**src/rtl/mux_4by1.sv**
```systemverilog
// ---------------------------------------------------------------------------
// mux_4by1
//
// Registered four-way function selector. Each cycle that in_valid is high,
// the value chosen by sel is captured into dout and out_valid pulses high for
// exactly one cycle. The four choices are:
//   sel = 0 : din0
//   sel = 1 : din1
//   sel = 2 : din0 + din1  (modulo 2^WIDTH, carry dropped)
//   sel = 3 : din0 - din1  (modulo 2^WIDTH, borrow dropped)
//
// Ports:
//   clk        in   1      rising-edge clock for all state
//   rst_n      in   1      synchronous, active-low reset
//   din0       in   WIDTH  operand A / source 0
//   din1       in   WIDTH  operand B / source 1
//   sel        in   2      function select
//   in_valid   in   1      qualifies din0/din1/sel this cycle
//   dout       out  WIDTH  registered result, held while idle
//   out_valid  out  1      one-cycle pulse marking a freshly captured dout
// ---------------------------------------------------------------------------
module mux_4by1 #(
  parameter int WIDTH = 3
) (
  input  logic             clk,
  input  logic             rst_n,
  input  logic [WIDTH-1:0] din0,
  input  logic [WIDTH-1:0] din1,
  input  logic [1:0]       sel,
  input  logic             in_valid,
  output logic [WIDTH-1:0] dout,
  output logic             out_valid
);

  logic [WIDTH-1:0] result_next;
  logic [WIDTH-1:0] dout_reg;
  logic [WIDTH-1:0] dout_next;
  logic             out_valid_reg;
  logic             out_valid_next;

  // Operands are unsigned; the sum and difference are truncated to WIDTH
  // bits so the carry/borrow simply falls off the top.
  always_comb begin
    result_next = '0;
    unique case (sel)
      2'd0: result_next = din0;
      2'd1: result_next = din1;
      2'd2: result_next = din0 + din1;
      2'd3: result_next = din0 - din1;
      default: result_next = '0;
    endcase
  end

  // Idle cycles keep the last result on dout but never re-flag it as valid.
  always_comb begin
    dout_next      = dout_reg;
    out_valid_next = 1'b0;
    if (in_valid) begin
      dout_next      = result_next;
      out_valid_next = 1'b1;
    end
  end

  // Reset is checked first so a valid input arriving with reset is dropped.
  always_ff @(posedge clk) begin
    if (!rst_n) begin
      dout_reg      <= '0;
      out_valid_reg <= 1'b0;
    end else begin
      dout_reg      <= dout_next;
      out_valid_reg <= out_valid_next;
    end
  end

  assign dout      = dout_reg;
  assign out_valid = out_valid_reg;

endmodule

```
**config.mk**
```make
export PLATFORM = sky130hd
export DESIGN_NAME = mux_4by1
export DESIGN_NICKNAME = d
export VERILOG_FILES = /design/src/rtl/mux_4by1.sv
export SDC_FILE = /design/constraint.sdc
export NUM_CORES = 1
export LEC_CHECK = 0
export CORE_AREA = 5 5 42 44
export DETAILED_ROUTE_END_ITERATION = 10
export DIE_AREA = 0 0 47 49
export GPL_TIMING_DRIVEN = 1
export PLACE_DENSITY = 0.51
export SLEW_MARGIN = 0
export SYNTH_ARGS = -nofsm -noshare
export SYNTH_HDL_FRONTEND = slang
export SYNTH_SLANG_ARGS = --single-unit
```
**constraint.sdc**
```tcl
create_clock -name clk -period 5.95 [get_ports clk]
set_clock_uncertainty 0.2 [all_clocks]
set_input_delay 1.19 -clock clk [delete_from_list [all_inputs] [get_ports clk]]
set_output_delay 1.19 -clock clk [all_outputs]
set_load 0.01 [all_outputs]
```
==> out/metrics.csv, run 1 <==
metric,value,unit
status,"complete, no violations",
hold crit path type,flip-flop to flip-flop,
Netlist cell types,17,
Gate power share,0.317,
largest net degree at the start of global routing,9,
Clock Sinks,4,
"Req. time, crit path",5.87,ns
Max Used Layer,met3,
Antenna Nets Post-Route,0,
clock share of power,0.356,
Post-synth top cells,"dfxtp_1 (4), inv_1 (4), nand2b_1 (3)",
1st-pass router iterations,1,
clock latency at the later pin of the worst-skew pair,0.23,ns
Tcrit/Tclk final,0.5446,
Max Freq,308.6,MHz
share of flip-flops with an asynchronous set or reset,0,
hold buffers post-CTS,0,
metal2 WL,275,um
fin crit period,3.241,ns
CP Class,input port to flip-flop,
Final Slew Violations,0,
type of destination of the critical path,flip-flop,
dpl hpwl,555,um
clk buf depth,2,
H-tree lvl count,1,
Layout Nets,65,
gpl congestion,0.6836,
Relative slew margins,0.8431,
gr usage total,0.07774,
Via density,4.262,
Synth Flop Type,dfxtp_1,
Post-CTS Setup Repair Bufs,0,
Startpoint Class,input port,
final wirelength,700,um
Fillers,161,
CTS tree,done,
net count after synthesis,46,
number of synthesized flops with an enable pin,0,
NetSw,0.02240,mW
first-pass GRT wire length,1235,um
LEAKAGE,0.2155,nW
IO Pins,15,
vias in the first global route,301,
Post-CTS Resized,0,
TritonCTS Buffers,3,
area grow syn2layout,58.40,%
die area,2303,sq um
RSZ-0062 raised after global routing,false,
Critical Path AT,3.16,ns
synth warn,0,
synthesized cell area,312.8,sq um
DRC Markers,0,
final setup TNS,0,ns
initial core utilization,0.2232,
routed metal-1 wire length,342,um
"Hold Violations, Final",0,
Synth Register Bits,4,
max reg flops,3,
Core Box Area,1401,sq um
Die H,49,um
grt total ovfl,0,
sequential area share after synthesis,0.2560,
die width,47,um
Clock Pin Slew Worst Setup and Hold Paths,0.04,ns
Worst-Margin Slew,0.2346,ns
sw frac,0.2422,
Min Hold Slack,0.2835,ns
vias post-DR,277,
dominant cell type by area after synthesis,dfxtp_1,
share of the synthesized area in the top cell type,0.2560,
mean post-synth cell area,9.775,sq um
Synth area leaders,"dfxtp_1 (26%), ha_1 (8.0%), mux2_2 (7.2%), xnor3_1 (7.2%), fa_1 (6.4%)",
sequential power share,0.327,
Final Setup Violations,0,
Post-Syn Instances,32,
Met3 Routed Length,83,um
overall power,0.09247,mW
Root Driver,clkbuf_4,
PwrDens,186.6,nW/um^2
initial antenna violation count,0,
layout cell share with drive strength beyond 1,0.1224,
Max VDD drop,0.08502,mV
ANT cells,0,
Worst Path Max Fanout,3,
# rows,14,
drt first-iter violations,0,
I/O Buffers,14,
internal power,0.07007,mW
routed len/inst,10.77,um
max-cap viol count,0,
==> cells by family (layout without fill, tap and decap cells) <==
kind of cell | count (synthesis) | in the layout | share of synthesized area
AOI/OAI and AO/OA | 6 | 6 | 0.1440
adders and majority gates | 3 | 3 | 0.1440
DFF | 4 | 4 | 0.2560
xor gates and xnor gates | 2 | 2 | 0.1000
buffers and inverters | 4 | 21 | 0.04799
and+or+nand+nor | 9 | 9 | 0.1720
muxes | 4 | 4 | 0.1360
==> critical path, cell delays in order <==
cell and delay (ns):
clkdlybuf4s50_1 0.50, inv_1 0.05, ha_1 0.27, mux2i_1 0.08, fa_1 0.40, xor2_1 0.19, xnor3_1 0.23, a41o_1 0.24
==> power by group through the flow <==
stage               Sequential [mW]  Combinational, mW  Clock [mW]
detailed placement           0.0306             0.0294           0
CTS                          0.0302             0.0300      0.0361
finish                       0.0302             0.0293      0.0329
floorplan                    0.0316             0.0127           0
global route                 0.0305             0.0331      0.0389
global placement             0.0306             0.0295           0
==> per-layer routing <==
layer | vias to the layer above | GRT usage
met5 | - | 0
met4 | 0 | 0.05530
met3 | 0 | 0.04428
met2 | 11 | 0.08597
met1 | 118 | 0.1067
li1 | 148 | -
==> stage by stage <==
step	util	instance area (sq um)	std cells	setup WS (ns)
floorplan	-	312.8	32	3.078
global placement	0.3375	473.0	62	2.502
detailed placement	0.3375	473.0	62	2.439
CTS	0.3536	495.5	65	2.696
global route	0.3536	495.5	65	2.576
finish	0.3536	495.5	65	2.709
==> cell usage in the layout (no fill, tap or decap), types with 2 or more instances in the layout <==
master           instances
inv_1                    4
ha_1                     2
mux2i_1                  2
nand2b_1                 3
clkbuf_4                 3
dfxtp_1                  4
o211ai_1                 2
nand3b_1                 2
mux2_2                   2
nand2_1                  2
clkdlybuf4s50_1         14
a21boi_0                 2
==> final timing paths <==
| check | startpoint | end | slack (ns) | cells after the start |
|---|---|---|---|---|
| max | din1[1] | dout[2] | 2.71 | 8 |
| min | dout[0] | dout[0] | 0.28 | 2 |
| max reg2reg | dout[2] | dout[2] | 4.98 | 3 |
| min reg2reg | dout[0] | dout[0] | 0.28 | 2 |
==> layout make-up <==
class / instances / area, sq um / area share
clock buffer: 3 / 22.52 / 0.04545
tap: 16 / 20.02 / 0.04040
multi-input combinational: 24 / 217.7 / 0.4394
inverter: 4 / 15.01 / 0.03030
timing repair buffer: 14 / 140.1 / 0.2828
sequential: 4 / 80.08 / 0.1616
Note: power is estimated with default switching activity, not from simulation.
==> inputs of run 2 (changes only) <==
==> constraint.sdc (replaced) <==
create_clock -name clk -period 3.2 [get_ports clk]
set_clock_uncertainty 0.2 [all_clocks]
set_input_delay 0.64 -clock clk [delete_from_list [all_inputs] [get_ports clk]]
set_output_delay 0.64 -clock clk [all_outputs]
set_load 0.01 [all_outputs]
==> run 2 against run 1 <==
Compared with the run above: count of clock-buffer cells in the layout is the same; sequential share of layout area decreased by 0.24 points; worst hold slack worse by 0.0039 ns; setup slack lost 2.2 ns; first-iteration DRC count increased by 6; register-to-register slack worse by 2.8 ns; routed wire length shrank 1.6%; combinational power up 87%; clock power up 90%; sequential cell count stayed put; sequential power rose by 86%; critical endpoint unchanged.
==> out/metrics.csv, run 2 (synthesis gave the netlist of run 1 again) <==
metric,value,unit,change
Worst Path Max Fanout,3,,unchanged
die area,2303,sq um,unchanged
ANT cells,0,,unchanged
"Hold Violations, Final",0,,unchanged
worst r2r src,dout[2],,unchanged
internal power,0.1309,mW,was 0.07007 mW
clock latency at the later pin of the worst-skew pair,0.23,ns,about the same
DRC Markers,0,,unchanged
I/O Buffers,14,,unchanged
hold crit path type,flip-flop to flip-flop,,unchanged
Worst Hold Launch,dout[0],,unchanged
Gate power share,0.316,,was 0.317
Worst-Margin Slew,0.2328,ns,was 0.2346 ns
hold depth,2,,unchanged
Clock Sinks,4,,unchanged
RSZ-0062 raised after global routing,false,,unchanged
largest net degree at the start of global routing,9,,unchanged
Critical Path AT,2.59,ns,was 3.16 ns
first-pass GRT wire length,1179,um,was 1235 um
final setup TNS,0,ns,unchanged
hold buffers post-CTS,0,,unchanged
type of destination of the critical path,flip-flop,,unchanged
PwrDens,345.0,nW/um^2,was 186.6 nW/um^2
final worst setup slack,0.5302,ns,was 2.709 ns
"Req. time, crit path",3.12,ns,was 5.87 ns
Relative slew margins,0.8443,,was 0.8431
most common library cell in the layout ignoring fill and taps,clkdlybuf4s50_1,,unchanged
max reg flops,3,,unchanged
CP max-delay cell,clkdlybuf4s50_1,,unchanged
Final Slew Violations,0,,unchanged
Crit path max-delay family,adder cells,,unchanged
clock share of power,0.359,,was 0.356
TritonCTS Buffers,3,,unchanged
Antenna Nets Post-Route,0,,unchanged
Startpoint Class,input port,,unchanged
H-tree lvl count,1,,unchanged
vias post-DR,278,,was 277
# rows,14,,unchanged
NetSw,0.04264,mW,was 0.02240 mW
fin crit period,2.670,ns,
dpl hpwl,530.6,um,was 555 um
Core Box Area,1401,sq um,unchanged
fin util,0.3589,,was 0.3536
Max VDD drop,0.1772,mV,was 0.08502 mV
Final Setup Violations,0,,unchanged
"critical path, cell by cell",clkdlybuf4s50_1 > inv_1 > ha_1 > mux2i_1 > fa_1 > xor2_1 > xnor3_1 > a41o_1,,unchanged
WP depth,8,,unchanged
CP Class,input port to flip-flop,,unchanged
Min Hold Slack,0.2796,ns,was 0.2835 ns
initial core utilization,0.2232,,unchanged
Die H,49,um,unchanged
LEAKAGE,0.2203,nW,was 0.2155 nW
area grow syn2layout,60.80,%,was 58.40%
Root Driver,clkbuf_4,,unchanged
routed len/inst,10.44,um,was 10.77 um
status,"complete, no violations",,unchanged
layout cell share with drive strength beyond 1,0.1400,,was 0.1224
Post-CTS Resized,0,,unchanged
Reg2Reg Depth,3,,unchanged
gr usage total,0.07274,,was 0.07774
final wirelength,689,um,was 700 um
gpl congestion,0.6412,,was 0.6836
pre-CTS WS,0.2740,ns,was 2.439 ns
Worst path max stage delay,0.50,ns,about the same
Fillers,158,,was 161
IO Pins,15,,unchanged
Post-CTS Setup Repair Bufs,0,,unchanged
Max Freq,374.6,MHz,
Layout Nets,66,,was 65
Via density,4.212,,was 4.262
die width,47,um,unchanged
WP buf/inv,2,,unchanged
initial antenna violation count,0,,unchanged
most frequent cells in the layout,"clkdlybuf4s50_1 (14), inv_1 (4), dfxtp_1 (4)",,unchanged
Clock Pin Slew Worst Setup and Hold Paths,0.04,ns,about the same
grt total ovfl,0,,unchanged
sw frac,0.2457,,was 0.2422
Worst Setup SP,din1[0],,was din1[1]
CTS tree,done,,unchanged
max-cap viol count,0,,unchanged
Tcrit/Tclk final,0.8343,,
drt first-iter violations,6,,was 0
clk buf depth,2,,unchanged
vias in the first global route,285,,was 301
sequential power share,0.325,,was 0.327
1st-pass router iterations,2,,was 1
[run 2: layout make-up]
cell class / instances / area [sq um] / share of cell area
clock buffer: 3 / 22.52 / 0.04478
inverter: 4 / 15.01 / 0.02985
multi-input combinational: 24 / 217.7 / 0.4328
sequential: 4 / 80.08 / 0.1592
tap: 16 / 20.02 / 0.03980
timing repair buffer: 15 / 147.6 / 0.2935
[run 2: worst register-to-register path, stage by stage (launching register included)]
cell	delay [ns]
dfxtp_1	0.31
nand3b_1	0.07
o21ai_0	0.08
a41o_1	0.20
[run 2: routing by layer]
metal	track usage	wire, um
met5	0	0
met4	0.04147	9
met1	0.1153	352
met2	0.07014	243
met3	0.04059	83
[run 2: power by group through the flow]
stage / combinational [mW] / clock, mW / sequential, mW
finish: 0.0549 / 0.0624 / 0.0563
global route: 0.0618 / 0.0712 / 0.0565
CTS: 0.0558 / 0.0647 / 0.0563
detailed placement: 0.0549 / 0 / 0.0569
global placement: 0.0557 / 0 / 0.0569
floorplan: 0.0236 / 0 / 0.0587
[run 2: final timing paths]
check	to	slack, ns
setup reg to reg	dout[2]	2.22
setup / recovery	dout[2]	0.53
hold / removal	dout[0]	0.28
hold reg to reg	dout[0]	0.28
[run 2: per-stage QoR]
step / std cells / power, mW / area (sq um)
after floorplan: 32 / 0.08236 / 312.8
after global placement: 63 / 0.1126 / 480.5
after detailed placement: 63 / 0.1118 / 480.5
after CTS: 66 / 0.1768 / 503.0
after global routing: 66 / 0.1895 / 503.0
final: 66 / 0.1735 / 503.0
==> RTL edit 1, RTL diff (config.mk and constraints of run 2) <==
Remove the case item `2'd3` of the case on `sel`.
--- a/src/rtl/mux_4by1.sv
+++ b/src/rtl/mux_4by1.sv
@@ -46,7 +46,6 @@
       2'd0: result_next = din0;
       2'd1: result_next = din1;
       2'd2: result_next = din0 + din1;
-      2'd3: result_next = din0 - din1;
       default: result_next = '0;
     endcase
   end
Function: changed (a bounded check fails within 4 cycles, from zero or initial values and one cycle with rst_n low).
==> RTL edit 1 against run 2 <==
- area after synthesis is 18% lower
- total power is 7.9% lower
- final area is 13% lower
- sequential cell count stayed put
- wire length is 12% lower
- final cell count is 14% lower
- setup slack better by 0.27 ns
- sequential power is 2% lower
- count of clock-buffer cells in the layout stayed put
- largest power group unchanged
==> RTL edit 1: results (changes against run 2) <==
gpl congestion=0.685 (was 0.641); drt wl/cell=10.7 µm (was 10.4 µm); met1 wire length=251 µm (was 352 µm); reg-to-reg critical path endpoint=dout[2] (unchanged); Clock transition at path regs=0.04 ns (about the same); leakage power=0.183 nW (was 0.220 nW); CTS root buffer=clkbuf_4 (unchanged); Hold Crit Depth=1 (was 2); worst reg2reg path depth=3 (unchanged); Synth cell types=16 (was 17); max_slew headroom=0.839 (was 0.844); Initial DRC Count=0 (was 6); metal3 WL=98 µm (was 83 µm); max reg flops=3 (unchanged); H-tree depth=1 (unchanged); Max stage delay on crit path=0.43 ns (was 0.50 ns); Hold Path Sink=dout[0] (unchanged); Seq/Total Area, Yosys=0.314 (was 0.256); synth warn=0 (unchanged); DR top layer=met3 (was met4); setup bufs post-CTS=0 (unchanged); Post-layout nets=56 (was 66); share of layout cells above drive strength 1=0.0976 (was 0.140); Fillers=155 (was 158); run status=completed (unchanged); pre-CTS setup slack=0.549 ns (was 0.274 ns); GRT Total Usage=0.0599 (was 0.0727); total CTS buffers=3 (unchanged); antenna violations before repair=0 (unchanged); R2R setup slack=2.26 ns (was 2.22 ns); Max Fanout on Critical Path=2 (was 3); port bufs=14 (unchanged); drt pass-1 iters=1 (was 2); Synth area leaders=dfxtp_1, fa_1, mux2i_1 (was dfxtp_1, ha_1, mux2_2); via count=241 (was 278); syn nets=37 (was 46); worst vdd ir=82.4 µV (was 177 µV); first-pass GRT wire length=952 µm (was 1.18 mm); cts repair resizes=0 (unchanged); Worst-Skew Late Latency=0.23 ns (about the same); Worst path slowest cell=clkdlybuf4s50_1 (unchanged); WL met2=258 µm (was 243 µm); Critical Path AT=2.33 ns (was 2.59 ns)
RTL edit 1: cell types whose count changed after synthesis, moves of 2 or more:
cell,delta
nand2b_1,-3
inv_1,-4
a21boi_0,-2
nand2_1,-2
mux2_2,-2
o211a_1,+2
RTL edit 1: kinds of logic after synthesis:
kind of cell,synth area share
xor+xnor,0.0343
fa+ha+maj,0.127
compound gates,0.250
mux,0.137
simple gates,0.137
flops,0.314
RTL edit 1: layout make-up:
| cell class | count | area, µm² | share of cell area |
|---|---|---|---|
| multi-input cells | 20 | 175 | 0.400 |
| flip-flops and latches | 4 | 80.1 | 0.183 |
| repair buffers | 14 | 140 | 0.320 |
| clock buffers | 3 | 22.5 | 0.0514 |
| well taps | 16 | 20.0 | 0.0457 |
RTL edit 1: worst max-delay path by stage:
stage / slack [ns] / start / end / cells after the start
after floorplan: 1.06 / din0[0] / dout[2] / 5
after global placement: 0.57 / din0[0] / dout[2] / 6
after detailed placement: 0.55 / din0[0] / dout[2] / 6
after CTS: 0.80 / din0[0] / dout[2] / 6
after global routing: 0.75 / din0[0] / dout[2] / 6
final: 0.80 / din0[0] / dout[2] / 6
RTL edit 1: layer usage:
metal / global-route usage / vias to the layer above
met5: 0 / -
met4: 0.0691 / 0
met3: 0.0295 / 0
met2: 0.0747 / 15
met1: 0.0639 / 99
li1: - / 127
RTL edit 1: power breakdown:
group,internal [mW],leakage (nW),switching (mW)
registers,0.0537,0.0332,0.00149
clock network,0.0418,0.0138,0.0193
logic,0.0277,0.136,0.0158
total,0.123,0.183,0.0366
RTL edit 1: critical path: cells and delay by family:
family	cells	cell delay, ns
AO/OA/AOI/OAI	1	0.16
XOR/XNOR	1	0.18
adder cells (fa/ha/maj)	2	0.60
buffers and inverters	1	0.43
multiplexers	1	0.31
RTL edit 1: stage by stage:
stage                     power, mW  hold slack, ns  std cells   util  instance area [µm²]
after CTS                     0.165           0.288         57  0.313                  438
after global routing          0.170           0.313         57  0.313                  438
after detailed placement      0.100           0.280         54  0.296                  415
after floorplan              0.0734           0.319         24      -                  255
final                         0.160           0.285         57  0.313                  438
after global placement       0.0987           0.263         54  0.296                  415
==> RTL edit 2, RTL diff (settings of run 2) <==
Made on the original files. Change the parameter `WIDTH` from 3 to 4. Comments in the files are not updated.
--- a/src/rtl/mux_4by1.sv
+++ b/src/rtl/mux_4by1.sv
@@ -20,7 +20,7 @@
 //   out_valid  out  1      one-cycle pulse marking a freshly captured dout
 // ---------------------------------------------------------------------------
 module mux_4by1 #(
-  parameter int WIDTH = 3
+  parameter int WIDTH = 4
 ) (
   input  logic             clk,
   input  logic             rst_n,
Ports: changed (resized din0, din1 and dout); port bits go from 15 to 18. The function was not compared with the original's and may differ.
==> RTL edit 2 against run 2 <==
- final area up 40%
- worst hold slack got worse by 0.0037 ns
- clock power increased by 21%
- area after synthesis grew 54%
- sequential cell count is 1 higher
- global-route usage rose by 3.6 points
- setup slack got worse by 0.11 ns
- wire length rose by 52%
- non-clock buffer count grew 5
- total power increased by 34%
- via count increased by 58%
- first-iteration DRC count shrank 67%
- critical path type unchanged
- critical endpoint is now dout[3]
==> RTL edit 2: results (changes against run 2) <==
Hold Crit Depth=2 (unchanged); setup bufs post-CTS=0 (unchanged); drt pass-1 iters=2 (unchanged); Initial DRC Count=2 (was 6); metal3 WL=64 µm (was 83 µm); clock buffer depth=2 (unchanged); Synth cell types=25 (was 17); met1 wire length=488 µm (was 352 µm); Critical Path AT=2.71 ns (was 2.59 ns); max reg flops=4 (was 3); Placed Cells=90 (was 63); hpwl dp=886 µm (was 531 µm); WL met2=483 µm (was 243 µm); run status=completed (unchanged); Synth area leaders=dfxtp_1, ha_1, nand2_1 (was dfxtp_1, ha_1, mux2_2); via count=438 (was 278); Crit. End Element=register (unchanged); leakage power=0.289 nW (was 0.220 nW); Worst-Skew Late Latency=0.25 ns (was 0.23 ns); synth warn=0 (unchanged); share of layout cells above drive strength 1=0.128 (was 0.140); worst reg2reg path depth=2 (was 3); worst vdd ir=221 µV (was 177 µV); vias per cell=4.66 (was 4.21); drt wl/cell=11.2 µm (was 10.4 µm); Clock transition at path regs=0.05 ns; synth cell count leaders=nand2_1, dfxtp_1, inv_1 (was dfxtp_1, inv_1, nand2b_1); syn nets=75 (was 46); Hold Path Class=reg2reg (unchanged); largest net degree at the start of global routing=12 (was 9); Reg-to-Reg Start=dout[3] (was dout[2]); Critical Path Start=din1[1] (was din1[0]); vias in the first global route=419 (was 285); first-pass GRT wire length=1.79 mm (was 1.18 mm); Antenna Cells=0 (unchanged); reg-to-reg critical path endpoint=dout[3] (was dout[2]); DR top layer=met4 (unchanged); port bufs=17 (was 14); H-tree depth=1 (unchanged); gpl congestion=0.706 (was 0.641); CTS root buffer=clkbuf_4 (unchanged); Post-layout nets=97 (was 66); placed cell area=677 µm² (was 480 µm²); GRT Total Usage=0.108 (was 0.0727); syn avg cell area=8.47 µm² (was 9.78 µm²); R2R setup slack=2.34 ns (was 2.22 ns); Seq/Total Area, Yosys=0.207 (was 0.256); Worst Tran Pin Value=0.410 ns (was 0.233 ns)
==> RTL edit 2: changes by cell type after synthesis, moves of 2 or more <==
cell / run 2 / this run
nor3_1: 0 / 2
ha_1: 2 / 4
o211ai_1: 2 / 4
nand2_1: 2 / 8
clkbuf_1: 0 / 2
o21ai_0: 1 / 4
==> RTL edit 2: critical path, stage by stage <==
cell and delay (ns):
clkdlybuf4s50_1 0.50, inv_1 0.06, ha_1 0.26, nand2_1 0.04
o21ai_0 0.14, inv_1 0.08, ha_1 0.27, nor2b_1 0.13
o21a_1 0.22, a2111oi_4 0.31, nor3_1 0.07
==> RTL edit 2: per-stage QoR <==
stage	power [mW]	hold WS, ns	setup WS (ns)
4_1_cts	0.236	0.278	0.420
3_5_place_dp	0.159	0.270	0.164
5_1_grt	0.251	0.295	0.202
2_1_floorplan	0.122	0.301	0.641
6_report	0.233	0.276	0.419
3_3_place_gp	0.158	0.267	0.170
==> RTL edit 2: how the worst min path moves through the flow <==
stage            start       to  slack [ns]
2_1_floorplan  dout[0]  dout[0]        0.30
3_3_place_gp   dout[0]  dout[0]        0.27
3_5_place_dp   dout[0]  dout[0]        0.27
4_1_cts        dout[0]  dout[0]        0.28
5_1_grt        dout[1]  dout[1]        0.30
6_report       dout[0]  dout[0]        0.28
==> RTL edit 2: layer usage <==
metal	track usage	vias up
li1	-	238
met1	0.147	186
met2	0.143	12
met3	0.0554	2
met4	0.0415	0
met5	0	-
==> RTL edit 2: area by class of cell <==
class / count / area [µm²]
Timing Repair Buffer: 20 / 193
Clock buffer: 4 / 26.3
Inverter: 5 / 18.8
Multi-Input combinational cell: 44 / 345
Fill cell: 157 / 698
Sequential cell: 5 / 100
Tap cell: 16 / 20.0
==> RTL edit 2: cells by family (layout without fill, tap and decap cells) <==
| group | count (synthesis) | in the layout | synth area share |
|---|---|---|---|
| mux | 2 | 2 | 0.0440 |
| simple gates | 20 | 20 | 0.225 |
| xor+xnor | 3 | 3 | 0.0544 |
| buf+inv | 8 | 29 | 0.0777 |
| fa+ha+maj | 5 | 5 | 0.145 |
| compound gates | 14 | 14 | 0.246 |
| flops | 5 | 5 | 0.207 |
==> RTL edit 2: report_power, final <==
part | internal, mW | total (mW) | switching [mW] | leakage (nW)
clock | 0.0473 | 0.0757 | 0.0284 | 0.0150
sequential | 0.0676 | 0.0700 | 0.00231 | 0.0414
combinational | 0.0489 | 0.0869 | 0.0379 | 0.233
